==> config.mk <==
export PLATFORM = sky130hd
export DESIGN_NAME = dmem_arbiter
export DESIGN_NICKNAME = d
export VERILOG_FILES = /design/src/rtl/dmem_arbiter_pkg.sv /design/src/rtl/dmem_arbiter_starve_cnt.sv /design/src/rtl/dmem_arbiter.sv
export SDC_FILE = /design/constraint.sdc
export NUM_CORES = 1
export LEC_CHECK = 0
export CAP_MARGIN = 5
export CELL_PAD_IN_SITES_DETAIL_PLACEMENT = 1
export CELL_PAD_IN_SITES_GLOBAL_PLACEMENT = 2
export CORE_MARGIN = 10
export CORE_UTILIZATION = 34
export CTS_BUF_LIST = sky130_fd_sc_hd__clkbuf_4
export DETAILED_ROUTE_END_ITERATION = 12
export DONT_BUFFER_PORTS = 1
export PLACE_DENSITY_LB_ADDON = 0.1
export SLEW_MARGIN = 10
export SYNTH_ARGS = -nofsm -noshare
export SYNTH_HDL_FRONTEND = slang
export SYNTH_SLANG_ARGS = --single-unit
==> constraint.sdc <==
create_clock -name clk -period 1.71 [get_ports clk]
set_input_delay 0.513 -clock clk [delete_from_list [all_inputs] [get_ports clk]]
set_output_delay 0.513 -clock clk [all_outputs]
set_load 0.05 [all_outputs]
==> src/rtl/dmem_arbiter_pkg.sv <==
// Shared types and encodings for the data-memory arbiter.
// Imported by the arbiter top and its starvation counter.
package dmem_arbiter_pkg;

    localparam int WORD = 32;

    typedef enum logic [1:0] {
        IDLE  = 2'd0,
        ISSUE = 2'd1,
        RESP  = 2'd2
    } state_t;

    typedef enum logic {
        OWN_CPU = 1'b0,
        OWN_DBG = 1'b1
    } owner_t;

endpackage

==> src/rtl/dmem_arbiter_starve_cnt.sv <==
// Saturating count of arbitration rounds debug has lost to the CPU.
// at_max tells the arbiter to hand the next contended round to debug.
module arb_starve_cnt
    import dmem_arbiter_pkg::*;
#(
    parameter int MAX_WAIT = 4,
    parameter int WAIT_W   = 3
) (
    input  logic              clk,
    input  logic              reset,
    input  logic              inc,
    input  logic              clr,
    output logic [WAIT_W-1:0] cnt,
    output logic              at_max
);

    localparam logic [WAIT_W-1:0] MAX_V = WAIT_W'(MAX_WAIT);

    assign at_max = (cnt == MAX_V);

    always_ff @(posedge clk) begin
        if (reset) begin
            cnt <= '0;
        end else if (clr) begin
            cnt <= '0;
        end else if (inc && !at_max) begin
            cnt <= cnt + 1'b1;
        end
    end

endmodule

==> src/rtl/dmem_arbiter.sv <==
// Shares the data memory port between the CPU memory stage and a
// debug/loader port; each access runs grant -> issue -> response.
module dmem_arbiter
    import dmem_arbiter_pkg::*;
#(
    parameter int WIDTH    = WORD,
    parameter int MAX_WAIT = 4,
    parameter int WAIT_W   = 3
) (
    input  logic             clk,
    input  logic             reset,
    input  logic             MemRead,
    input  logic             MemWrite,
    input  logic [WIDTH-1:0] cpu_address,
    input  logic [WIDTH-1:0] cpu_write_data,
    output logic [WIDTH-1:0] cpu_read_data,
    output logic             cpu_done,
    output logic             cpu_stall,
    input  logic             dbg_valid,
    input  logic             dbg_we,
    input  logic [WIDTH-1:0] dbg_address,
    input  logic [WIDTH-1:0] dbg_write_data,
    output logic             dbg_ready,
    output logic [WIDTH-1:0] dbg_read_data,
    output logic             dbg_rvalid,
    output logic             mem_read,
    output logic             mem_write,
    output logic [WIDTH-1:0] mem_address,
    output logic [WIDTH-1:0] mem_write_data,
    input  logic [WIDTH-1:0] mem_read_data
);

    state_t            state;
    owner_t            owner;
    logic              lat_we;
    logic              lat_both;
    logic [WIDTH-1:0]  lat_addr;
    logic [WIDTH-1:0]  lat_wdata;
    logic [WIDTH-1:0]  cpu_rdata_q;
    logic [WIDTH-1:0]  dbg_rdata_q;
    logic [WAIT_W-1:0] wait_cnt;
    logic              at_max;
    logic              cpu_req;
    logic              idle;
    logic              dbg_win;
    logic              cpu_win;

    assign cpu_req = MemRead | MemWrite;
    assign idle    = (state == IDLE);
    assign dbg_win = idle & dbg_valid & (~cpu_req | at_max);
    assign cpu_win = idle & cpu_req & ~dbg_win;

    arb_starve_cnt #(
        .MAX_WAIT (MAX_WAIT),
        .WAIT_W   (WAIT_W)
    ) u_starve (
        .clk    (clk),
        .reset  (reset),
        .inc    (cpu_win & dbg_valid),
        .clr    (dbg_win),
        .cnt    (wait_cnt),
        .at_max (at_max)
    );

    always_ff @(posedge clk) begin
        if (reset) begin
            state       <= IDLE;
            owner       <= OWN_CPU;
            lat_we      <= 1'b0;
            lat_both    <= 1'b0;
            lat_addr    <= '0;
            lat_wdata   <= '0;
            cpu_rdata_q <= '0;
            dbg_rdata_q <= '0;
        end else begin
            unique case (state)
                IDLE: begin
                    unique case (1'b1)
                        dbg_win: begin
                            owner     <= OWN_DBG;
                            lat_we    <= dbg_we;
                            lat_both  <= 1'b0;
                            lat_addr  <= dbg_address;
                            lat_wdata <= dbg_write_data;
                            state     <= ISSUE;
                        end
                        cpu_win: begin
                            owner     <= OWN_CPU;
                            lat_we    <= MemWrite;
                            lat_both  <= MemRead & MemWrite;
                            lat_addr  <= cpu_address;
                            lat_wdata <= cpu_write_data;
                            state     <= ISSUE;
                        end
                        default: state <= IDLE;
                    endcase
                end
                ISSUE: state <= RESP;
                RESP: begin
                    if (!lat_we) begin
                        if (owner == OWN_CPU) begin
                            cpu_rdata_q <= mem_read_data;
                        end else begin
                            dbg_rdata_q <= mem_read_data;
                        end
                    end
                    state <= IDLE;
                end
                default: state <= IDLE;
            endcase
        end
    end

    assign dbg_ready      = dbg_win;
    assign mem_read       = (state == ISSUE) & ~lat_we;
    assign mem_write      = (state == ISSUE) & lat_we;
    assign mem_address    = lat_addr;
    assign mem_write_data = lat_wdata;
    assign cpu_done       = (state == RESP) & (owner == OWN_CPU);
    assign dbg_rvalid     = (state == RESP) & (owner == OWN_DBG);
    assign cpu_stall      = cpu_req & ~cpu_done;

    // Load data is forwarded during the done pulse, then held.
    always_comb begin
        cpu_read_data = cpu_rdata_q;
        if (cpu_done) begin
            if (lat_both) begin
                cpu_read_data = '0;
            end else if (!lat_we) begin
                cpu_read_data = mem_read_data;
            end
        end
    end

    assign dbg_read_data = (dbg_rvalid & ~lat_we) ? mem_read_data
                                                  : dbg_rdata_q;

endmodule

After elaboration in Yosys (flattened, before gate mapping)
Index checks and enable logic that the tools add are counted.
{"block": "totals", "output_inout_bits": 134, "input_bits": 166, "word_cells": 52, "register_bits": 136}
{"block": "classes", "bitwise": 19, "n_reduce_logical": 9, "n_eq_ne": 3, "addsub": 1, "n_mux": 11}
{"op": "$mux W32", "count": 4}
{"op": "$pmux W32 S2", "count": 2}
{"op": "$and A1 B1 Y1", "count": 12}
{"op": "$pmux W1 S2", "count": 3}
{"op": "$reduce_and A3 Y1", "count": 2}
{"op": "$not A1 Y1", "count": 5}
{"op": "$pmux W2 S2", "count": 1}
{"op": "$reduce_or A2 Y1", "count": 2}
{"op": "$add A3 B1 Y3 const B", "count": 1}
{"op": "$eq A3 B3 Y1 const B", "count": 1}
{"op": "$eq A2 B1 Y1 const B", "count": 1}
{"op": "$eq A2 B2 Y1 const B", "count": 1}
{"op": "$logic_not A2 Y1", "count": 1}
{"op": "$or A1 B1 Y1", "count": 2}
{"op": "$reduce_and A2 Y1", "count": 1}
{"op": "$reduce_bool A2 Y1", "count": 1}
{"op": "$logic_and A1 B1 Y1", "count": 1}
{"op": "$logic_not A1 Y1", "count": 1}
{"op": "$mux W1", "count": 1}

Depth between registers and ports, before layout
Gate-level depths: netlist of the first run.
{"block": "depth", "ltp_word": 9, "depth_mapped": 7}

Hierarchy
From an unflattened synthesis of the first run, not the netlist that was laid out.
{"block": "hier_totals", "hier_cells": 529, "area_unflattened_um2": 5749.3}
{"module": "dmem_arbiter", "area_per_inst_um2": 5561.6, "n_inst": 1, "cells_per_inst": 511, "seq_area_each_um2": 2662.6}
{"module": "arb_starve_cnt", "area_per_inst_um2": 187.7, "n_inst": 1, "cells_per_inst": 18, "seq_area_each_um2": 60.1}

Worst setup path after synthesis of the first run
OpenSTA, ideal clock, no wires.
{"block": "synth_path", "path_type": "register to output", "startpoint": "register state[1]", "endpoint": "output port cpu_read_data[10]", "path_buffers": 3, "t_required_ns": 1.197, "arrival_time_ns": 2.478, "path_stages_with_launch": 7, "path_slack_ns": -1.281, "path_cell_list": "dfxtp_1 > buf_6 > nor3b_1 > and2_1 > clkbuf_1 > buf_2 > nor2_1"}
{"block": "synth_via", "elab_chain_len": 3}
{"item": "from (decl)", "line_no": "dmem_arbiter.sv:33", "text": "state_t state;"}
{"item": "from (signal assigned)", "line_no": "dmem_arbiter.sv:67", "text": "state <= IDLE;"}
{"item": "from (signal assigned)", "line_no": "dmem_arbiter.sv:85", "text": "state <= ISSUE;"}
{"item": "from (signal assigned)", "line_no": "dmem_arbiter.sv:93", "text": "state <= ISSUE;"}
{"item": "$eq A2 B2 Y1", "line_no": "dmem_arbiter.sv:119", "text": "assign cpu_done = (state == RESP) & (owner == OWN_CPU);"}
{"item": "$and A1 B1 Y1", "line_no": "dmem_arbiter.sv:119"}
{"item": "via cpu_done", "line_no": "dmem_arbiter.sv:17", "text": "output logic cpu_done,"}
{"item": "$mux W32", "line_no": "dmem_arbiter.sv:126", "text": "if (cpu_done) begin"}
{"item": "to (decl)", "line_no": "dmem_arbiter.sv:16", "text": "output logic [WIDTH-1:0] cpu_read_data,"}
The timed path passes the listed nets, and every way through them passes these cells.

Worst setup path after layout of the first run
{"block": "layout_path", "startpoint": "register state[0]", "endpoint": "output port cpu_read_data[20]"}
{"block": "layout_via", "elab_chain_len": 3}
{"item": "$eq A2 B2 Y1", "line_no": "dmem_arbiter.sv:119"}
{"item": "$and A1 B1 Y1", "line_no": "dmem_arbiter.sv:119"}
{"item": "$mux W32", "line_no": "dmem_arbiter.sv:126"}
Every way passes these cells.

==> results of run 1 <==
cells in the final DEF, fill, tap and decap left out, types with 3 or more instances in the layout:
master / n
buf_12: 47
inv_1: 4
buf_16: 12
nor4_2: 20
mux2i_2: 5
dfxtp_2: 68
buf_4: 44
nand2b_1: 65
nor4b_1: 30
a221o_1: 64
nor2b_4: 19
a21oi_1: 5
nor4b_2: 34
mux2i_1: 7
nor2b_1: 13
buf_6: 38
nor2_2: 9
dlygate4sd3_1: 12
clkbuf_4: 17
nor4_4: 44
clkinvlp_4: 4
nor2_1: 25
mux2_4: 32
dfxtp_1: 66
bufinv_16: 4
clkinv_4: 3
mux2i_4: 20
nor2_4: 36
diode_2: 7
final cells by class:
cell class	instances	area, µm²	area share [%]
antenna	7	17.5	0.157
timing repair buffer	157	2230	20.0
clock buffer	17	128	1.14
tap	265	332	2.97
sequential	136	2820	25.2
inverter	6	26.3	0.236
clock inverter	15	200	1.80
multi-input combinational	461	5410	48.5
sequential cells by signal (all words and copies together), names as in the netlist:
| signal | count |
|---|---|
| owner | 1 |
| mem_write_data | 32 |
| lat_we | 1 |
| state | 2 |
| lat_both | 1 |
| u_starve.cnt | 3 |
| mem_address | 32 |
| dbg_rdata_q | 32 |
| cpu_rdata_q | 32 |
per-layer routing:
| layer | GRT usage [%] | part of all wire, % | vias to the layer above |
|---|---|---|---|
| met5 | 0 | 0 | - |
| met4 | 5.33 | 1.5 | 0 |
| met3 | 8.24 | 8.4 | 32 |
| met2 | 37.1 | 52 | 245 |
| met1 | 23.9 | 38 | 3066 |
| li1 | - | - | 2778 |
power breakdown:
group          total (mW)  switching (mW)  internal [mW]
sequential           4.39           0.923           3.46
combinational        2.82            1.48           1.34
clock                2.49            1.33           1.16
total                9.70            3.73           5.97
repair_timing:
| action | CTS | global route |
|---|---|---|
| endpoints found under the hold margin | 25 | 8 |
| pin swaps | 39 | 39 |
| endpoints found under the setup margin | 232 | 189 |
| setup buffers | 32 | 31 |
| hold buffers | 10 | 3 |
| gates cloned | 20 | 2 |
| gates resized for setup | 245 | 150 |
worst paths after layout:
| kind | slack, ns | from | depth (start not counted) | endpoint |
|---|---|---|---|---|
| worst max register to register | -0.42 | state[0] | 8 | mem_write_data[2] |
| worst min register to register | 0.48 | lat_both | 2 | lat_both |
| worst max-delay path | -0.94 | state[0] | 7 | cpu_read_data[20] |
| worst min-delay path | 0.09 | dbg_we | 2 | lat_we |
worst max-delay path, stage by stage (launching register included):
cell     delay [ns]
dfxtp_4        0.38
nor4b_4        0.28
buf_4          0.20
buf_12         0.16
mux2i_2        0.22
buf_4          0.15
nor2_4         0.04
buf_12         0.14
cell families (layout without fill, tap and decap cells):
logic type	count (synthesis)	in the layout
adders and majority gates	2	2
other	0	7
muxes	64	64
and+or+nand+nor	313	313
buffers and inverters	91	195
AOI/OAI and AO/OA	82	82
DFF	136	136
stage by stage:
| step | power [mW] | hold slack, ns | cells |
|---|---|---|---|
| floorplan | 5.57 | 0.449 | 688 |
| CTS | 9.60 | 0.0000479 | 1054 |
| detailed placement | 6.08 | 0.499 | 960 |
| global route | 10.1 | 0.00824 | 1064 |
| global placement | 6.02 | 0.485 | 960 |
| finish | 9.70 | 0.0861 | 1064 |
==> flow_summary.json, run 1 <==
{
  "synthMostInstantiatedCell": "dfxtp_1",
  "final-max-slew-violation-count": 0,
  "nFillCells": 1914,
  "postRouteWirelength_mm": 30.1,
  "overflow": 0,
  "drt_wl_cell_um": 28.3,
  "io_pins": 300,
  "finalHoldViolations": 0,
  "combinational_family_with_the_most_area_after_synthesis": "simple AND/OR/NAND/NOR gates",
  "pre_cts_slack_ns": -0.388,
  "clock_insertion_delay_worst_skew_ns": 0.55,
  "failed_checks": "negative setup slack",
  "ys.flop_type": "dfxtp_1",
  "yosys.cell_types.count": 43,
  "synth.mux.area_fraction_pct": 9.98,
  "yosys.area_share.xor_xnor_pct": 0,
  "io_buffer_count": 0,
  "synth-edff-count": 0,
  "timing.max_cap.violations": 0,
  "yosys.area_share.simple_pct": 30.7,
  "totalNegativeSetupSlack_ns": -85.93,
  "cts_max_level": 4,
  "num_vias": 6121,
  "crit_path_start_kind": "flip-flop",
  "path_max_fanout": 8,
  "grt_first_pass_wirelength_mm": 43.4,
  "run_status": "finished, violations left",
  "post_synth_fa_ha_maj_area_fraction_pct": 0.367,
  "number_of_nets_in_the_layout": 947,
  "synth_nets": 856,
  "grtUsageTotal_pct": 21.3,
  "drive_above_1_share_pct": 61.4,
  "final.min_clock_period_ns": 2.65,
  "clock_sink_count": 136,
  "grt_pass1_vias": 6594,
  "max-clock-path-buffers": 2,
  "synth_area_in_compound_gates_pct": 11.4,
  "dieArea_um2": 26100,
  "dp.final_hpwl_mm": 16.9,
  "core_um2": 19600,
  "synth.cells.most_frequent": "dfxtp_1, nor2_1, nand2b_1",
  "placedInstanceArea_um2": 8090,
  "rsz_0062_raised_after_global_routing": "true",
  "fp.dieW_um": 162,
  "placementRows": 51,
  "grt_antenna_before_repair": 7,
  "gp_congestion": 0.773,
  "irDropWorstVdd_uv": 463,
  "final-setup-viol-count": 173,
  "postSynthCellCount": 688,
  "post-route-util_pct": 56.9,
  "antenna_violating_nets_left": 0,
  "setup_ws_ns": -0.936,
  "synth_warnings": 0,
  "achievable-frequency_ghz": 0.378,
  "final_cell_area_um2": 11200,
  "relSlewSlack_pct": 10.8,
  "fp.dieH_um": 162,
  "synthDominantCellAreaShare_pct": 39.9,
  "grt_start_max_net_pins": 161,
  "skew_ns": 0.0157,
  "min-delay-path-class": "in2reg",
  "nature_of_the_critical_path_endpoint": "output pin",
  "vias_per_cell": 5.75,
  "tightest_slew_ns": 1.34,
  "areaGrowthSynthToFinish_pct": 63.5,
  "synth_seq_cells": 136,
  "synth_async_sr_flop_share_pct": 0,
  "clk_pin_slew_ns": 0.12,
  "drt_pre_antenna_iters": 4,
  "syn-cell-area_um2": 6820,
  "timing_worst_setup_path_type": "reg2out",
  "synth_top_area_cell": "dfxtp_1",
  "tritoncts": "done",
  "synth.area.top_cells": "dfxtp_1, a221o_1, nor4b_1",
  "power_per_cell_area_nw_per_um2": 870,
  "cts_made_buffers": 17,
  "worst-endpoint-arrival_ns": 2.13,
  "p_leak_nw": 3.69,
  "syn_area_per_cell_um2": 9.92,
  "worst_ep_required_time_ns": 1.20,
  "drcViolationCount": 0,
  "synth-seq-area-share_pct": 39.9,
  "timing.final.crit_share_pct": 155,
  "start_util_pct": 34.8,
  "dr.first_iter.drc_count": 304,
  "clock_tree.root_cell": "clkbuf_4"
}
(Power assumes the default switching activity.)
==> run 2: changes to the inputs <==
--- a/config.mk
+++ b/config.mk
@@ -6,7 +6,7 @@
 export NUM_CORES = 1
 export LEC_CHECK = 0
 export CAP_MARGIN = 5
-export CELL_PAD_IN_SITES_DETAIL_PLACEMENT = 1
+export CELL_PAD_IN_SITES_DETAIL_PLACEMENT = 2
 export CELL_PAD_IN_SITES_GLOBAL_PLACEMENT = 2
 export CORE_MARGIN = 10
 export CORE_UTILIZATION = 34
==> flow_summary.json, run 2 (synthesized netlist as in run 1, its figures left out) <==
{
  "run_status": "finished, violations left",
  "failed_checks": "negative setup slack",
  "nFillCells": 1757,
  "totalNegativeSetupSlack_ns": -104.84,
  "gp_congestion": 0.773,
  "cell_internal_pwr_mw": 6.08,
  "clock_tree.root_cell": "clkbuf_4",
  "io_buffer_count": 0,
  "commonest_cells_after_routing_fill_and_taps_aside": "dfxtp_2, dfxtp_1, nand2b_1",
  "start_util_pct": 34.8,
  "areaGrowthSynthToFinish_pct": 68.2,
  "met3RoutedLength_mm": 2.97,
  "grt_pass1_vias": 7225,
  "worstReg2RegStart": "state[0]",
  "rsz_0062_raised_after_global_routing": "true",
  "drt_pre_antenna_iters": 5,
  "skew_ns": 0.0482,
  "tritoncts": "done",
  "grt_start_max_net_pins": 203,
  "maxUsedRoutingLayer": "met4",
  "drt_wl_cell_um": 36.0,
  "finalHoldViolations": 0,
  "grt_antenna_before_repair": 11,
  "drive_above_1_share_pct": 65.6,
  "pre_cts_slack_ns": -0.435,
  "critical_path_cell_sequence": "nor4b_4 > buf_4 > buf_12 > mux2i_2 > buf_4 > nor2_4 > buf_12",
  "grtUsageTotal_pct": 25.4,
  "crit_slowest_cell": "dfxtp_4",
  "worst_ep_required_time_ns": 1.20,
  "worst-endpoint-arrival_ns": 2.32,
  "final-max-slew-violation-count": 0,
  "io_pins": 300,
  "timing.max_cap.violations": 0,
  "postRouteWirelength_mm": 38.8,
  "timing_worst_setup_path_type": "reg2out",
  "met1_length_mm": 14.4,
  "multi_input_area_um2": 5550,
  "cts_max_level": 4,
  "clk_pin_slew_ns": 0.16,
  "min-delay-path-class": "in2reg",
  "drcViolationCount": 0,
  "timing.final.crit_share_pct": 166,
  "clock_insertion_delay_worst_skew_ns": 0.60,
  "path_max_fanout": 8,
  "number_of_nets_in_the_layout": 956,
  "achievable-frequency_ghz": 0.353,
  "setup_ws_ns": -1.12,
  "vias_per_cell": 6.03,
  "core_um2": 19600,
  "final-setup-viol-count": 203,
  "irDropWorstVdd_uv": 607,
  "final.min_clock_period_ns": 2.83,
  "route.met2.wl_mm": 20.5,
  "placementRows": 51,
  "dp.final_hpwl_mm": 18.2,
  "clock_sink_count": 136,
  "grt_first_pass_wirelength_mm": 50.6,
  "relSlewSlack_pct": 60.2,
  "fp.dieW_um": 162,
  "total_net_switching_power_mw": 4.03,
  "crit_start": "lat_we",
  "sequential_cell_area_um2": 2820,
  "switching_share_pct": 39.8,
  "timing.critical_path.slowest_cell_delay_ns": 0.40,
  "power_per_cell_area_nw_per_um2": 881,
  "dr.first_iter.drc_count": 399,
  "tightest_slew_ns": 0.597,
  "cts_made_buffers": 17,
  "max-clock-path-buffers": 2,
  "p_clk_share_pct": 26.3,
  "mostFrequentLayoutCell": "dfxtp_2",
  "seqPwrFrac_pct": 43.8,
  "nature_of_the_critical_path_endpoint": "output pin",
  "fp.dieH_um": 162,
  "dieArea_um2": 26100,
  "antenna_violating_nets_left": 0,
  "comb_power_share_pct": 29.9,
  "p_leak_nw": 3.84,
  "overflow": 0,
  "num_vias": 6504,
  "crit_path_start_kind": "flip-flop",
  "hold_start": "reset"
}
-- run 2: changes by cell type in the layout (fill, tap and decap cells not counted), sizes merged --
cell | previous run | this run
inv | 7 | 8
clkinvlp | 4 | 2
dlygate4sd3 | 12 | 1
buf | 142 | 164
bufbuf | 0 | 1
clkbuf | 19 | 17
dlymetal6s4s | 1 | 0
diode | 7 | 14
-- run 2: layout make-up --
| class | count | share of cell area, % |
|---|---|---|
| antenna | 14 | 0.305 |
| clock buffer | 17 | 1.11 |
| clock inverter | 14 | 1.72 |
| inverter | 6 | 0.229 |
| multi-input combinational | 461 | 48.4 |
| sequential | 136 | 24.6 |
| tap | 265 | 2.89 |
| timing repair buffer | 166 | 20.8 |
-- run 2: final timing paths --
kind                  endpoint  slack [ns]  cells past startpoint
max reg2reg  mem_write_data[1]       -0.52                      9
min reg2reg           lat_both        0.58                      2
max          cpu_read_data[14]       -1.12                      7
min            cpu_rdata_q[28]        0.04                      1
-- run 2: stage by stage --
stage | cell area, µm² | hold slack, ns | utilization [%] | power, mW | instances
final | 11500 | 0.0402 | 58.6 | 10.1 | 1079
after global routing | 11500 | -0.0226 | 58.5 | 10.4 | 1074
after CTS | 10800 | -0.0281 | 55.2 | 9.65 | 1058
after detailed placement | 8090 | 0.502 | 41.3 | 6.10 | 960
after global placement | 8090 | 0.485 | 41.3 | 6.02 | 960
after floorplan | 7270 | 0.449 | - | 5.57 | 688
-- run 2: critical path: cells and delay by family, from the launching register on --
family,cells,cell delay [ns]
buffers and inverters,4,0.67
flip-flops,1,0.40
AND/OR/NAND/NOR,2,0.39
multiplexers,1,0.24
-- run 2: power groups by stage --
| stage | registers [mW] | logic [mW] | clock network, mW |
|---|---|---|---|
| floorplan | 4.30 | 1.27 | 0 |
| global placement | 4.40 | 1.63 | 0 |
| detailed placement | 4.40 | 1.70 | 0 |
| CTS | 4.40 | 2.67 | 2.58 |
| global route | 4.45 | 3.14 | 2.84 |
| finish | 4.43 | 3.03 | 2.66 |
-- run 2: timing repair --
action | 4_1_cts | 5_1_grt
hold buffers | 1 | 1
pin swaps | 50 | 35
cloned | 22 | 0
hold endpoints to repair | 54 | 21
buffers inserted | 53 | 38
gates resized for setup | 296 | 145
setup endpoints to repair | 233 | 199
-- run 2: metal layers --
layer  vias to the layer above  track usage [%]
met4                         0             7.11
met2                       290             46.7
met3                        64             9.35
met5                         -                0
met1                      3348             26.4
li1                       2802                -
==> run 3: changes to the inputs <==
--- a/config.mk
+++ b/config.mk
@@ -5,9 +5,11 @@
 export SDC_FILE = /design/constraint.sdc
 export NUM_CORES = 1
 export LEC_CHECK = 0
+export ABC_CLOCK_PERIOD_IN_PS = 1710
 export CAP_MARGIN = 5
 export CELL_PAD_IN_SITES_DETAIL_PLACEMENT = 2
 export CELL_PAD_IN_SITES_GLOBAL_PLACEMENT = 2
+export CORE_ASPECT_RATIO = 0.75
 export CORE_MARGIN = 10
 export CORE_UTILIZATION = 34
 export CTS_BUF_LIST = sky130_fd_sc_hd__clkbuf_4
==> flow_summary.json, run 3 (synthesized netlist as in run 1, its figures left out) <==
{
  "run_status": "finished, violations left",
  "failed_checks": "negative setup slack",
  "p_leak_nw": 3.93,
  "timing_worst_setup_path_type": "reg2out",
  "total_power_mw": 10.4,
  "final.min_clock_period_ns": 2.80,
  "antenna_violating_nets_left": 0,
  "final-max-slew-violation-count": 0,
  "worst_ep_required_time_ns": 1.20,
  "post-route-util_pct": 60.4,
  "dpl.cell_count": 940,
  "grt_first_pass_wirelength_mm": 49.3,
  "tightest_slew_ns": 0.718,
  "irDropWorstVdd_uv": 480,
  "drive_above_1_share_pct": 66.3,
  "finalHoldViolations": 0,
  "dieArea_um2": 26200,
  "overflow": 0,
  "placedInstanceArea_um2": 8030,
  "gp_congestion": 0.797,
  "postRouteWirelength_mm": 40.1,
  "cts_made_buffers": 17,
  "clock_insertion_delay_worst_skew_ns": 0.60,
  "nature_of_the_critical_path_endpoint": "output pin",
  "number_of_nets_in_the_layout": 963,
  "worstReg2RegStart": "state[1]",
  "core_um2": 19500,
  "crit_slowest_cell": "dfxtp_4",
  "path_max_fanout": 8,
  "vias_per_cell": 6.26,
  "fp.dieH_um": 143,
  "skew_ns": 0.0354,
  "drcViolationCount": 0,
  "max-clock-path-buffers": 2,
  "dr.first_iter.drc_count": 496,
  "worst-endpoint-arrival_ns": 2.28,
  "r2r_cells": 11,
  "areaGrowthSynthToFinish_pct": 73.1,
  "finalNonFillerCells": 1065,
  "grt_pass1_vias": 7046,
  "placementRows": 44,
  "io_buffer_count": 0,
  "relSlewSlack_pct": 52.1,
  "cts_max_level": 4,
  "start_util_pct": 34.9,
  "achievable-frequency_ghz": 0.358,
  "critical_path.endpoint": "cpu_read_data[20]",
  "dp.final_hpwl_mm": 18.1,
  "crit_start": "owner",
  "reg2reg_setup_slack_ns": -0.62,
  "timing.max_cap.violations": 0,
  "drt_pre_antenna_iters": 5,
  "grt_antenna_before_repair": 6,
  "critical_path_cell_sequence": "nor4b_4 > buf_6 > buf_12 > mux2i_1 > buf_4 > nor2_4 > buf_12",
  "timing.critical_path.slowest_cell_delay_ns": 0.40,
  "timing.final.crit_share_pct": 164,
  "num_vias": 6672,
  "timing.rr.end": "mem_address[29]",
  "mostFrequentLayoutCell": "dfxtp_1",
  "grtUsageTotal_pct": 24.9,
  "commonest_cells_after_routing_fill_and_taps_aside": "dfxtp_1, nand2b_1, a221o_1",
  "min-delay-path-class": "in2reg",
  "tritoncts": "done",
  "rsz_0062_raised_after_global_routing": "true",
  "crit_path_start_kind": "flip-flop",
  "io_pins": 300,
  "clk_pin_slew_ns": 0.13,
  "pre_cts_slack_ns": -0.380,
  "totalNegativeSetupSlack_ns": -105.63,
  "grt_start_max_net_pins": 150,
  "drt_wl_cell_um": 37.6,
  "clock_tree.root_cell": "clkbuf_4",
  "final_cell_area_um2": 11800,
  "critPathMostFrequentCell": "buf_12",
  "setup_ws_ns": -1.09,
  "final-setup-viol-count": 188,
  "fp.dieW_um": 184,
  "clock_sink_count": 136,
  "fin_hold_ws_ns": 0.0886,
  "power_per_cell_area_nw_per_um2": 883
}
[run 3: cell types whose count changed in the layout (fill, tap and decap cells not counted), moves of 8 or more]
cell,before,now
buf_6,56,43
buf_8,0,8
nor4_4,31,52
nor2_1,16,25
buf_12,45,55
nor4_1,17,1
diode_2,14,5
[run 3: critical path, delay by kind of cell (launching register included)]
family	cells	cell delay (ns)
buffers and inverters	4	0.66
DFF	1	0.40
muxes	1	0.25
and+or+nand+nor	2	0.38
[run 3: where the power goes]
part | leakage, nW | internal [mW] | switching (mW)
Combinational | 2.62 | 1.56 | 1.78
Clock | 0.174 | 1.19 | 1.50
Sequential | 1.14 | 3.47 | 0.942
[run 3: timing repair]
action | CTS | global route
hold endpoints to repair | 32 | 0
endpoints found under the setup margin | 233 | 192
cloned | 28 | 3
buffers inserted | 47 | 44
pin swaps | 46 | 63
hold buffers | 2 | 0
resized for setup | 292 | 187
[run 3: area by class of cell]
| type | count | area (µm²) |
|---|---|---|
| Clock inverter | 13 | 194 |
| Timing Repair Buffer | 172 | 2530 |
| Tap cell | 253 | 317 |
| Sequential cell | 136 | 2830 |
| Multi-Input combinational cell | 462 | 5760 |
| Inverter | 6 | 26.3 |
| Antenna cell | 5 | 12.5 |
| Fill cell | 1630 | 7740 |
| Clock buffer | 18 | 135 |
[run 3: routing by layer]
metal  up-vias  wire length [µm]  track usage (%)
met5         -                14                0
met4         2               905             5.94
met3        64              3460             9.68
met2       333             20700             42.7
met1      3456             15000             28.8
li1       2817                 -                -
[run 3: worst min-delay path by stage]
stage               slack [ns]               to  cells after the start             from
floorplan                 0.45  u_starve.cnt[1]                      2  u_starve.cnt[1]
global placement          0.48         lat_both                      2         lat_both
detailed placement        0.51         lat_both                      2         lat_both
CTS                      0.001   cpu_rdata_q[7]                      1            reset
global route             -0.01         lat_both                      1            reset
finish                    0.09         lat_both                      2         MemWrite
